==> src/rtl/cop0_intctl_if.sv <==
// Bus between the cop0 core and the interrupt controller: external irq lines,
// the shared MTC0/MFC0 register port, and the pending vector fed to Cause.
interface cop0_intctl_if #(
  parameter int NUM_IRQ = 5
);
  logic [NUM_IRQ-1:0] irq_in;
  logic               wr_en;
  logic [4:0]         wr_addr;
  logic [31:0]        wr_data;
  logic [4:0]         rd_addr;
  logic [31:0]        rd_data;
  logic [31:0]        ext_cause_out;
  logic               timer_irq;

  modport master (
    output irq_in, wr_en, wr_addr, wr_data, rd_addr,
    input  rd_data, ext_cause_out, timer_irq
  );

  modport slave (
    input  irq_in, wr_en, wr_addr, wr_data, rd_addr,
    output rd_data, ext_cause_out, timer_irq
  );
endinterface

==> src/rtl/cop0_intctl.sv <==
// cop0 interrupt sources: irq synchroniser, edge latches and Count/Compare timer.
// Define COP0_INTCTL_HALFRATE_EN to make Count advance every other clock.
module cop0_intctl #(
  parameter int         NUM_IRQ     = 5,
  parameter logic [4:0] EDGE_MASK   = 5'b00000,
  parameter int         SYNC_STAGES = 2
) (
  input  logic          clk,
  input  logic          resetn,
  cop0_intctl_if.slave  bus
);
  localparam logic [4:0] A_COUNT   = 5'd9;
  localparam logic [4:0] A_COMPARE = 5'd11;
  localparam logic [4:0] A_INTCLR  = 5'd22;

  logic [SYNC_STAGES-1:0][NUM_IRQ-1:0] r_sync;
  logic [NUM_IRQ-1:0] r_prev;
  logic [NUM_IRQ-1:0] r_edge_pend;
  logic [NUM_IRQ-1:0] r_irq_cause;
  logic [31:0]        r_count;
  logic [31:0]        r_compare;
  logic               r_timer_pend;
  logic [31:0]        r_rd_data;

  logic [NUM_IRQ-1:0] w_irq_sync;
  logic [NUM_IRQ-1:0] w_edge_sel;
  logic [NUM_IRQ-1:0] w_rise;
  logic [NUM_IRQ-1:0] w_clr;
  logic [NUM_IRQ-1:0] w_pending;
  logic               w_wr_cnt;
  logic               w_wr_cmp;
  logic               w_inc;
  logic               w_first;
  logic               w_match;
  logic [31:0]        w_cause;

  assign w_irq_sync = r_sync[SYNC_STAGES-1];
  assign w_edge_sel = EDGE_MASK[NUM_IRQ-1:0];
  assign w_rise     = w_irq_sync & ~r_prev;
  assign w_clr      = (bus.wr_en && bus.wr_addr == A_INTCLR) ? bus.wr_data[10 +: NUM_IRQ] : '0;
  assign w_wr_cnt   = bus.wr_en && bus.wr_addr == A_COUNT;
  assign w_wr_cmp   = bus.wr_en && bus.wr_addr == A_COMPARE;

  always_ff @(posedge clk) begin
    if (!resetn) begin
      r_sync <= '0;
      r_prev <= '0;
    end else begin
      r_sync <= {r_sync[SYNC_STAGES-2:0], bus.irq_in};
      r_prev <= w_irq_sync;
    end
  end

  // Set beats write-one-to-clear so an edge arriving with the clear is not lost
  always_ff @(posedge clk) begin
    if (!resetn) r_edge_pend <= '0;
    else         r_edge_pend <= ((r_edge_pend & ~w_clr) | w_rise) & w_edge_sel;
  end

  assign w_pending = (w_edge_sel & r_edge_pend) | (~w_edge_sel & w_irq_sync);

  always_ff @(posedge clk) begin
    if (!resetn) r_irq_cause <= '0;
    else         r_irq_cause <= w_pending;
  end

`ifdef COP0_INTCTL_HALFRATE_EN
  logic r_tog;

  always_ff @(posedge clk) begin
    if (!resetn)       r_tog <= 1'b0;
    else if (w_wr_cnt) r_tog <= 1'b0;
    else               r_tog <= ~r_tog;
  end

  // Each Count value lives two clocks; only its first clock may raise the match
  assign w_inc   = r_tog;
  assign w_first = ~r_tog;
`else
  assign w_inc   = 1'b1;
  assign w_first = 1'b1;
`endif

  always_ff @(posedge clk) begin
    if (!resetn)       r_count <= '0;
    else if (w_wr_cnt) r_count <= bus.wr_data;
    else if (w_inc)    r_count <= r_count + 32'd1;
  end

  always_ff @(posedge clk) begin
    if (!resetn)       r_compare <= '0;
    else if (w_wr_cmp) r_compare <= bus.wr_data;
  end

  assign w_match = (r_count == r_compare) && !w_wr_cnt && w_first;

  // Compare write is the only way to acknowledge the timer and wins over a match
  always_ff @(posedge clk) begin
    if (!resetn)       r_timer_pend <= 1'b0;
    else if (w_wr_cmp) r_timer_pend <= 1'b0;
    else if (w_match)  r_timer_pend <= 1'b1;
  end

  always_comb begin
    w_cause                   = '0;
    w_cause[10 +: NUM_IRQ]    = r_irq_cause;
    w_cause[15]               = r_timer_pend;
  end

  always_ff @(posedge clk) begin
    if (!resetn) r_rd_data <= '0;
    else begin
      case (bus.rd_addr)
        A_COUNT:   r_rd_data <= r_count;
        A_COMPARE: r_rd_data <= r_compare;
        A_INTCLR:  r_rd_data <= {16'b0, w_cause[15:8], 8'b0};
        default:   r_rd_data <= '0;
      endcase
    end
  end

  assign bus.ext_cause_out = w_cause;
  assign bus.timer_irq     = r_timer_pend;
  assign bus.rd_data       = r_rd_data;
endmodule

==> src/flat_wrapper.sv <==
// flat-port wrapper written by rule: the top's interface ports become plain ports
module cop0_intctl_flat 
#(
  parameter int         NUM_IRQ     = 5,
  parameter logic [4:0] EDGE_MASK   = 5'b00000,
  parameter int         SYNC_STAGES = 2
)
  (clk, resetn, bus_irq_in, bus_wr_en, bus_wr_addr, bus_wr_data, bus_rd_addr, bus_rd_data, bus_ext_cause_out, bus_timer_irq);
  cop0_intctl_if #(.NUM_IRQ(NUM_IRQ)) bus_i ();
  input  logic clk;
  input  logic resetn;
  input wire logic [$bits(bus_i.irq_in)-1:0] bus_irq_in;
  input wire logic [$bits(bus_i.wr_en)-1:0] bus_wr_en;
  input wire logic [$bits(bus_i.wr_addr)-1:0] bus_wr_addr;
  input wire logic [$bits(bus_i.wr_data)-1:0] bus_wr_data;
  input wire logic [$bits(bus_i.rd_addr)-1:0] bus_rd_addr;
  output wire logic [$bits(bus_i.rd_data)-1:0] bus_rd_data;
  output wire logic [$bits(bus_i.ext_cause_out)-1:0] bus_ext_cause_out;
  output wire logic [$bits(bus_i.timer_irq)-1:0] bus_timer_irq;
  assign bus_i.irq_in = bus_irq_in;
  assign bus_i.wr_en = bus_wr_en;
  assign bus_i.wr_addr = bus_wr_addr;
  assign bus_i.wr_data = bus_wr_data;
  assign bus_i.rd_addr = bus_rd_addr;
  assign bus_rd_data = bus_i.rd_data;
  assign bus_ext_cause_out = bus_i.ext_cause_out;
  assign bus_timer_irq = bus_i.timer_irq;
  cop0_intctl #(.NUM_IRQ(NUM_IRQ), .EDGE_MASK(EDGE_MASK), .SYNC_STAGES(SYNC_STAGES)) u_core (.clk(clk), .resetn(resetn), .bus(bus_i));
endmodule
==> config.mk <==
export PLATFORM = sky130hd
export DESIGN_NAME = cop0_intctl_flat
export DESIGN_NICKNAME = d
export VERILOG_FILES = /design/src/rtl/cop0_intctl_if.sv /design/src/rtl/cop0_intctl.sv /design/src/flat_wrapper.sv
export SDC_FILE = /design/constraint.sdc
export NUM_CORES = 1
export LEC_CHECK = 0
export BUFFER_PORTS_ARGS = -buffer_cell sky130_fd_sc_hd__buf_4
export CAP_MARGIN = 20
export CORE_UTILIZATION = 25
export CTS_BUF_LIST = sky130_fd_sc_hd__clkbuf_16
export DETAILED_ROUTE_END_ITERATION = 8
export SLEW_MARGIN = 30
export SYNTH_ARGS = -nofsm -noshare
export SYNTH_HDL_FRONTEND = slang
export SYNTH_SLANG_ARGS = --single-unit
==> constraint.sdc <==
create_clock -name clk -period 2.5 [get_ports clk]
set_input_delay 0.25 -clock clk [delete_from_list [all_inputs] [get_ports clk]]
set_output_delay 0.25 -clock clk [all_outputs]
set_load 0.01 [all_outputs]
==> metrics.txt, run 1 <==
flop-to-flop setup slack 0.58 ns; Clk pwr share 0.405; dpl ws 0.576 ns; crit path capture type flop; Fill cells 2103; Seq cells post-synth 112; multi-input logic area 2500 um^2; HP Start bus_irq_in[4]; reg2reg start u_core.r_count[0]; first-pass GRT wire length 21100 um; Tmin final 1.92 ns; pwr dens 575 nW/um^2; largest net degree at the start of global routing 62; DP Area 5830 um^2; Core Rows 51; Comb power frac 0.071; gate count after technology mapping 572; synthesized area per cell 8.77 um^2; post-route ant nets 0; most common library cells after synthesis dfxtp_1, nand2_1, nor2_1; vias 3920; layout cells sized above 1 0.194; clock tree sinks 112; count leader, synth dfxtp_1; cell taking the most area after synthesis dfxtp_1; MaxCap Viol Count 0; Worst-Margin Slew 0.593 ns; io pins 115; max-slew violations 0; Avg WL per Cell 14.4 um; synth unique cells 37; Critical Path AT 2.16 ns; max_slew headroom 0.605; Tcrit/Tclk final 0.767; gr ovfl total 0; number of synthesized flops with an enable pin 0; Net Switching 0.822 mW; Final #Nets 692; drt via density 4.31; Bufs on Longest Clock Path 2; hold crit path type input pin to flop; Util after Layout 0.312; starting density of the core 0.256; CP max-delay cell or4_4; initial antenna violation count 0; Total Routed Length 13100 um; # setup viols final 0; CTS tree built; top-area cell type share of the netlist area 0.447; die area 20600 um^2; Post-CTS Setup Inserts 0; Ant. Diodes 0; drt initial violations 215; Hold Fails Final Rpt 0; Worst R2R End u_core.r_count[26]; CP startpoint kind flop; WS Path Type flop to flop; Sequential Area 2240 um^2; Fin Setup TNS 0 ns; Worst Hold Path Cells 2; clock skew 0.0105 ns; cell area after synthesis 5010 um^2; DIE WIDTH 144 um; dpl hpwl 9400 um; top_reg_cell synth dfxtp_1; root buf cell clkbuf_16; Peak Freq 0.522 GHz; CP cell instances ha_1 -> nand4_1 -> or4_4 -> nor3_2 -> xnor2_1 -> o22ai_1; final instance area 6120 um^2; router iterations before antenna repair 4; LEAKAGE 2.55 nW; yosys warns 0; slowest cell delay on critical path 0.60 ns; die height 144 um; VDD IR max 296 uV; Flop pwr share 0.523; CTS-repair resized insts 0; Placed Instances 895; area grow syn2layout 22.1%; Sw Ratio 0.234; unrepaired setup endpoints after global routing false; core footprint 19600 um^2; Cell Int Power 2.70 mW; Worst Slack Setup Final 0.583 ns; FF-to-FF path depth 6; top post-synthesis cells by area dfxtp_1, xor2_1, nand2_1; H-tree Lvls 3; Critical Path RT 2.74 ns; CTS Hold Bufs 0; vias in the first global route 3831; total track usage 0.136; CP Max Fanout 6; total CTS buffers 9; DRC viols 0; outcome finished, final reports clean; Seq/Total Area, Yosys 0.447; fraction of registers with async set/reset 0; Port Buffers 88; final std cells w/o fill 910; Endpoint, Worst Hold u_core.r_sync[4]; clock-pin slew of the registers on the worst-case setup and hold paths 0.07 ns; Skew-Pair Late Insertion Delay 0.35 ns; routability cong. 0.812
-- layout make-up --
class | instances | area share
clock buffers | 9 | 0.0368
clock inverters | 6 | 0.0100
inverters | 4 | 0.00245
multi-input cells | 416 | 0.408
flip-flops and latches | 112 | 0.366
well taps | 265 | 0.0542
repair buffers | 98 | 0.122
-- stage by stage --
step	power, mW	hold slack (ns)
global placement	2.13	0.414
floorplan	2.04	0.367
global route	3.67	0.0951
CTS	3.56	0.0839
finish	3.52	0.0962
detailed placement	2.14	0.418
-- cells in the final DEF (no fill, tap or decap), drive strengths merged, types with 2 or more instances in the layout --
cell type  count
dfxtp        112
buf           98
nand2         75
nor2          53
xor2          52
a21oi         49
mux2i         27
conb          26
and2          17
o21ai         16
nand3         15
nand4         14
a211oi        12
xnor2         10
nor4           9
clkbuf         9
and3           7
mux2           6
a22oi          6
nor3           6
and4           5
inv            5
clkinv         4
nor2b          2
nand4b         2
o22ai          2
-- flip-flops by register name (all words and copies together) (netlist names) --
register,count
u_core.w_irq_sync,5
u_core.bus.rd_data,32
u_core.r_count,32
u_core.r_compare,32
u_core.r_irq_cause,5
u_core.bus.timer_irq,1
u_core.r_sync,5
-- layer usage --
metal  global-route usage  wire length [um]  share of wire  up-vias
li1                     -                 -              -     2013
met1                0.173              6040           0.46     1795
met2                0.221              6160           0.47      107
met3               0.0420               818          0.062        5
met4               0.0370                99         0.0075        0
met5                    0                 0              0        -
-- power by group through the flow --
| stage | combinational (mW) | sequential (mW) | clock, mW |
|---|---|---|---|
| floorplan | 0.169 | 1.87 | 0 |
| global placement | 0.252 | 1.88 | 0 |
| detailed placement | 0.252 | 1.88 | 0 |
| CTS | 0.253 | 1.84 | 1.47 |
| global route | 0.278 | 1.85 | 1.54 |
| finish | 0.251 | 1.84 | 1.43 |
-- worst max-delay path, delay by kind of cell (launching register included) --
kind	cells	cell delay, ns
DFF	1	0.43
AOI/OAI and AO/OA	1	0.08
xor gates and xnor gates	1	0.13
and+or+nand+nor	3	0.91
adders and majority gates	1	0.25
-- cells by family (layout without fill, tap and decap cells) --
| family | Yosys count | after routing | share of synthesized area |
|---|---|---|---|
| xor gates and xnor gates | 62 | 62 | 0.108 |
| and+or+nand+nor | 208 | 208 | 0.204 |
| adders and majority gates | 1 | 1 | 0.00249 |
| DFF | 112 | 112 | 0.447 |
| muxes | 33 | 33 | 0.0674 |
| buffers and inverters | 69 | 117 | 0.0736 |
| AOI/OAI and AO/OA | 86 | 86 | 0.0961 |
| other | 1 | 26 | 0.000748 |
-- how the worst max path moves through the flow --
stage	startpoint	endpoint	slack [ns]	depth (start not counted)
final	u_core.r_count[0]	u_core.r_count[26]	0.58	6
after global routing	u_core.r_count[0]	u_core.r_count[26]	0.43	6
after CTS	u_core.r_count[0]	u_core.r_count[26]	0.56	6
after detailed placement	u_core.r_count[0]	u_core.r_count[26]	0.58	6
after global placement	u_core.r_count[0]	u_core.r_count[26]	0.59	6
after floorplan	u_core.r_count[0]	u_core.r_count[26]	0.71	6
Power figures use the tool's default switching activity.
==> inputs of run 2 (changes only) <==
Settings changed: ABC_AREA set to 1.
Clock period 2.5 ns to 1.8 ns, I/O delays scaled along.
==> metrics.txt, run 2 <==
max-slew violations 0 (unchanged); # setup viols final 0 (unchanged); Tcrit/Tclk final 0.916 (was 0.767); most common library cells after synthesis nand2_1, inv_1, dfxtp_1 (was dfxtp_1, nand2_1, nor2_1); Hold Fails Final Rpt 0 (unchanged); H-tree Lvls 3 (unchanged); Tmin final 1.65 ns (was 1.92 ns); die height 152 um (was 144 um); Ant. Diodes 0 (unchanged); Core Rows 54 (was 51); router iterations before antenna repair 5 (was 4); CP startpoint kind flop (unchanged); Seq/Total Area, Yosys 0.400 (was 0.447); synthesized area per cell 6.86 um^2 (was 8.77 um^2); pwr dens 762 nW/um^2 (was 575 nW/um^2); Hold WS 0.0762 ns (was 0.0962 ns); yosys warns 0 (unchanged); Avg WL per Cell 13.9 um (was 14.4 um); DIE WIDTH 152 um (was 144 um); top-area cell type share of the netlist area 0.400 (was 0.447); WS Path Type flop to flop (unchanged); gr ovfl total 0 (unchanged); root buf cell clkbuf_16 (unchanged); initial antenna violation count 0 (unchanged); post-route ant nets 0 (unchanged); Fill cells 2416 (was 2103); total track usage 0.151 (was 0.136); io pins 115 (unchanged); unrepaired setup endpoints after global routing true (was false); first-pass GRT wire length 26100 um (was 21100 um); die area 23000 um^2 (was 20600 um^2); Final #Nets 963 (was 692); Port Buffers 88 (unchanged); core footprint 21900 um^2 (was 19600 um^2); cell taking the most area after synthesis dfxtp_1 (unchanged); dpl hpwl 12800 um (was 9400 um); area grow syn2layout 24.8% (was 22.1%); count leader, synth nand2_1 (was dfxtp_1); clock-pin slew of the registers on the worst-case setup and hold paths 0.08 ns (was 0.07 ns); Sequential Area 2240 um^2 (about the same); synth unique cells 38 (was 37); routability cong. 0.889 (was 0.812); top_reg_cell synth dfxtp_1 (unchanged); drt via density 4.35 (was 4.31); starting density of the core 0.256 (about the same); DRC viols 0 (unchanged); total CTS buffers 9 (unchanged); outcome finished, final reports clean (unchanged); vias in the first global route 4879 (was 3831); Critical Path AT 1.91 ns (was 2.16 ns); Skew-Pair Late Insertion Delay 0.36 ns (was 0.35 ns); fraction of registers with async set/reset 0 (unchanged); layout cells sized above 1 0.168 (was 0.194); gate count after technology mapping 816 (was 572); final instance area 6990 um^2 (was 6120 um^2); crit path capture type flop (unchanged); hold crit path type input pin to flop (unchanged); clock skew 0.00997 ns (was 0.0105 ns); largest net degree at the start of global routing 37 (was 62); Critical Path RT 2.06 ns (was 2.74 ns); drt initial violations 262 (was 215); LEAKAGE 3.23 nW (was 2.55 nW); Seq cells post-synth 112 (unchanged); Peak Freq 0.606 GHz (was 0.522 GHz); number of synthesized flops with an enable pin 0 (unchanged); most frequent cells in the layout nand2_1, inv_1, buf_4 (was dfxtp_1, buf_4, nand2_1); most common cell after layout, fill and taps aside nand2_1 (was dfxtp_1); MaxCap Viol Count 0 (unchanged); CP Max Fanout 6 (unchanged); CTS tree built (unchanged); DP Area 6580 um^2 (was 5830 um^2); vias 5208 (was 3920); Total Routed Length 16700 um (was 13100 um); top post-synthesis cells by area dfxtp_1, nand2_1, inv_1 (was dfxtp_1, xor2_1, nand2_1); Power Total 5.33 mW (was 3.52 mW); multi-input logic area 2590 um^2 (was 2500 um^2); VDD IR max 514 uV (was 296 uV); Bufs on Longest Clock Path 2 (unchanged); cell area after synthesis 5600 um^2 (was 5010 um^2); clock tree sinks 112 (unchanged)
run 2: cell count changes after synthesis, moves of 17 or more:
cell | previous run | this run
nor2_1 | 53 | 111
mux2i_1 | 27 | 0
o21ai_0 | 16 | 49
xor2_1 | 52 | 12
and2_1 | 17 | 0
inv_1 | 3 | 136
nand2_1 | 75 | 159
run 2: path summary, 6_finish.rpt:
check / startpoint / end / slack [ns] / cells after the start
setup / recovery: u_core.r_count[0] / u_core.r_count[26] / 0.15 / 10
hold / removal: bus_wr_data[19] / u_core.r_count[19] / 0.08 / 3
hold reg to reg: u_core.w_irq_sync[0] / u_core.r_irq_cause[0] / 0.41 / 2
setup reg to reg: u_core.r_count[0] / u_core.r_count[26] / 0.15 / 10
run 2: stage by stage:
stage / util / setup WS, ns / setup TNS, ns / instances
3_5_place_dp: 0.300 / 0.0399 / 0 / 1176
6_report: 0.319 / 0.151 / 0 / 1197
4_1_cts: 0.318 / 0.0267 / 0 / 1197
2_1_floorplan: - / 0.339 / 0 / 841
5_1_grt: 0.319 / -0.00588 / -0.00588 / 1197
3_3_place_gp: 0.300 / 0.100 / 0 / 1176
run 2: per-layer routing:
| metal | up-vias | track usage | share of wire |
|---|---|---|---|
| met4 | 0 | 0.0520 | 0.021 |
| li1 | 2692 | - | - |
| met2 | 151 | 0.245 | 0.47 |
| met1 | 2345 | 0.195 | 0.45 |
| met5 | - | 0 | 0 |
| met3 | 20 | 0.0329 | 0.060 |
run 2: cell type report:
type	instances	share of cell area
Tap cell	280	0.0501
Clock inverter	7	0.0172
Multi-Input combinational cell	531	0.371
Sequential cell	112	0.321
Clock buffer	9	0.0322
Timing Repair Buffer	120	0.134
Inverter	138	0.0741
run 2: repair_timing:
action / 4_1_cts / 5_1_grt
hold buffers: 5 / 0
setup buffers: 0 / 0
endpoints found under the hold margin: 5 / 0
resized for setup: 0 / 5
setup endpoints to repair: 0 / 6
run 2: cell families (layout without fill, tap and decap cells):
logic type | Yosys count | count (layout) | share of synthesized area
AO/OA/AOI/OAI | 123 | 123 | 0.119
XOR/XNOR | 31 | 31 | 0.0485
flip-flops | 112 | 112 | 0.400
other | 1 | 26 | 0.000670
buffers and inverters | 198 | 274 | 0.156
adder cells (fa/ha/maj) | 1 | 1 | 0.00223
AND/OR/NAND/NOR | 350 | 350 | 0.273
run 2: worst max-delay path: stages, from the launching register on:
cell     delay [ns]
dfxtp_2        0.37
ha_1           0.19
nand2_1        0.10
nor2_4         0.17
nand2_4        0.12
nor2_2         0.14
nand3_2        0.14
o21ai_2        0.15
nand3_1        0.08
nand2_1        0.06
inv_1          0.04
run 2: power by group:
| group | internal (mW) | total [mW] | switching, mW |
|---|---|---|---|
| clock network | 1.37 | 2.35 | 0.981 |
| logic | 0.180 | 0.423 | 0.243 |
| registers | 2.52 | 2.55 | 0.0354 |
| total | 4.07 | 5.33 | 1.26 |
==> inputs of run 3 (changes only) <==
Settings changed: MAX_ROUTING_LAYER set to met4.
==> metrics.txt, run 3 (synthesis gave the netlist of run 2 again) <==
Post-CTS Setup Inserts 0 (unchanged); Ant. Diodes 0 (unchanged); DRC viols 0 (unchanged); Hold Fails Final Rpt 0 (unchanged); hold crit path type input pin to flop (unchanged); max-slew violations 0 (unchanged); Core Rows 54 (unchanged); initial antenna violation count 0 (unchanged); most common cell after layout, fill and taps aside nand2_1 (unchanged); Peak Freq 0.601 GHz (was 0.606 GHz); crit path capture type flop (unchanged); Sequential Area 2240 um^2 (unchanged); H-tree Lvls 3 (unchanged); layout cells sized above 1 0.167 (was 0.168); first-pass GRT wire length 26000 um (was 26100 um); Worst R2R End u_core.r_count[28] (was u_core.r_count[26]); root buf cell clkbuf_16 (unchanged); MaxCap Viol Count 0 (unchanged); clock skew 0.00811 ns (was 0.00997 ns); post-route ant nets 0 (unchanged); CP Max Fanout 6 (unchanged); top sig layer met4 (unchanged); reg2reg start u_core.r_count[1] (was u_core.r_count[0]); Critical Path AT 1.92 ns (was 1.91 ns); LEAKAGE 3.22 nW (was 3.23 nW); clock tree sinks 112 (unchanged); CP startpoint kind flop (unchanged); CTS tree built (unchanged); vias in the first global route 4976 (was 4879); VDD IR max 486 uV (was 514 uV); drt initial violations 292 (was 262); outcome finished, final reports clean (unchanged); pwr dens 715 nW/um^2 (was 762 nW/um^2); starting density of the core 0.256 (unchanged); Worst Hold Path Cells 3 (unchanged); Bufs on Longest Clock Path 2 (unchanged); DIE WIDTH 152 um (unchanged); Skew-Pair Late Insertion Delay 0.36 ns (about the same); Critical Path RT 2.06 ns (about the same); largest net degree at the start of global routing 30 (was 37); area grow syn2layout 23.7% (was 24.8%); Fill cells 2394 (was 2416); routed wl met3 845 um (was 992 um); unrepaired setup endpoints after global routing false (was true); most frequent cells in the layout nand2_1, inv_1, buf_4 (unchanged); drt via density 4.36 (was 4.35); routed wl met2 7770 um (was 7800 um); FF-to-FF path depth 10 (unchanged); WS Path Type flop to flop (unchanged); total CTS buffers 9 (unchanged); Avg WL per Cell 13.9 um (about the same); flop-to-flop setup slack 0.14 ns (was 0.15 ns); router iterations before antenna repair 5 (unchanged); Tcrit/Tclk final 0.924 (was 0.916); routability cong. 0.909 (was 0.889); HP Start bus_wr_data[15] (was bus_wr_data[19]); die height 152 um (unchanged); # setup viols final 0 (unchanged); vias 5223 (was 5208); Tmin final 1.66 ns (was 1.65 ns); gr ovfl total 0 (unchanged); Endpoint, Worst Hold u_core.r_count[15] (was u_core.r_count[19]); multi-input logic area 2590 um^2 (about the same); met1 WL 7750 um (was 7510 um); clock-pin slew of the registers on the worst-case setup and hold paths 0.08 ns (about the same); Total Routed Length 16700 um (about the same); io pins 115 (unchanged); Power Total 4.95 mW (was 5.33 mW); Port Buffers 88 (unchanged); total track usage 0.155 (was 0.151); die area 23000 um^2 (unchanged); dpl hpwl 12700 um (was 12800 um); Final #Nets 964 (was 963); Fin Setup TNS 0 ns (unchanged); core footprint 21900 um^2 (unchanged)
## run 3: worst max path at each step
| stage | to | depth (start not counted) | start | slack (ns) |
|---|---|---|---|---|
| detailed placement | u_core.r_count[22] | 10 | u_core.r_count[1] | 0.06 |
| global placement | u_core.r_count[22] | 10 | u_core.r_count[0] | 0.08 |
| global route | u_core.r_count[28] | 10 | u_core.r_count[1] | 0.02 |
| CTS | u_core.r_count[22] | 10 | u_core.r_count[1] | 0.05 |
| finish | u_core.r_count[28] | 10 | u_core.r_count[1] | 0.14 |
| floorplan | u_core.r_count[22] | 10 | u_core.r_count[0] | 0.34 |
## run 3: metal layers
layer | up-vias | track usage
met5 | - | -
met4 | 0 | 0.0480
met3 | 18 | 0.0287
met2 | 135 | 0.250
met1 | 2384 | 0.196
li1 | 2686 | -
## run 3: critical path, cell delays in order, from the launching register on
cell and delay [ns]:
dfxtp_2 0.37, ha_1 0.18, nand2_1 0.09, nor2_4 0.16
nand2_4 0.11, nor2_4 0.13, nand2_1 0.12, nor2_1 0.17
nor2_1 0.06, o21ai_1 0.13, inv_1 0.05
## run 3: area by class of cell
cell class              count  share of cell area
well taps                 280              0.0506
flip-flops and latches    112               0.324
repair buffers            121               0.137
inverters                 138              0.0748
multi-input cells         531               0.374
clock buffers               9              0.0325
clock inverters             7             0.00813
## run 3: stage by stage
stage	utilization	setup WS (ns)	hold WS (ns)	area, um^2	instances
global route	0.317	0.0235	0.101	6930	1198
global placement	0.301	0.0849	0.362	6580	1177
CTS	0.316	0.0482	0.0704	6920	1198
floorplan	-	0.339	0.278	5690	841
finish	0.317	0.137	0.0774	6930	1198
detailed placement	0.301	0.0570	0.365	6580	1177
## run 3: what timing repair did
action                     CTS  global route
hold buffers                 5             0
gates resized for setup      0             4
setup endpoints to repair    0             6
hold endpoints to repair     5             0
## run 3: where the power goes
group          leakage [nW]  switching (mW)  internal [mW]  total, mW
registers             0.907          0.0336           2.52       2.55
clock network         0.135            1.02          0.957       1.98
logic                  2.18           0.242          0.180      0.422
total                  3.22            1.30           3.66       4.95
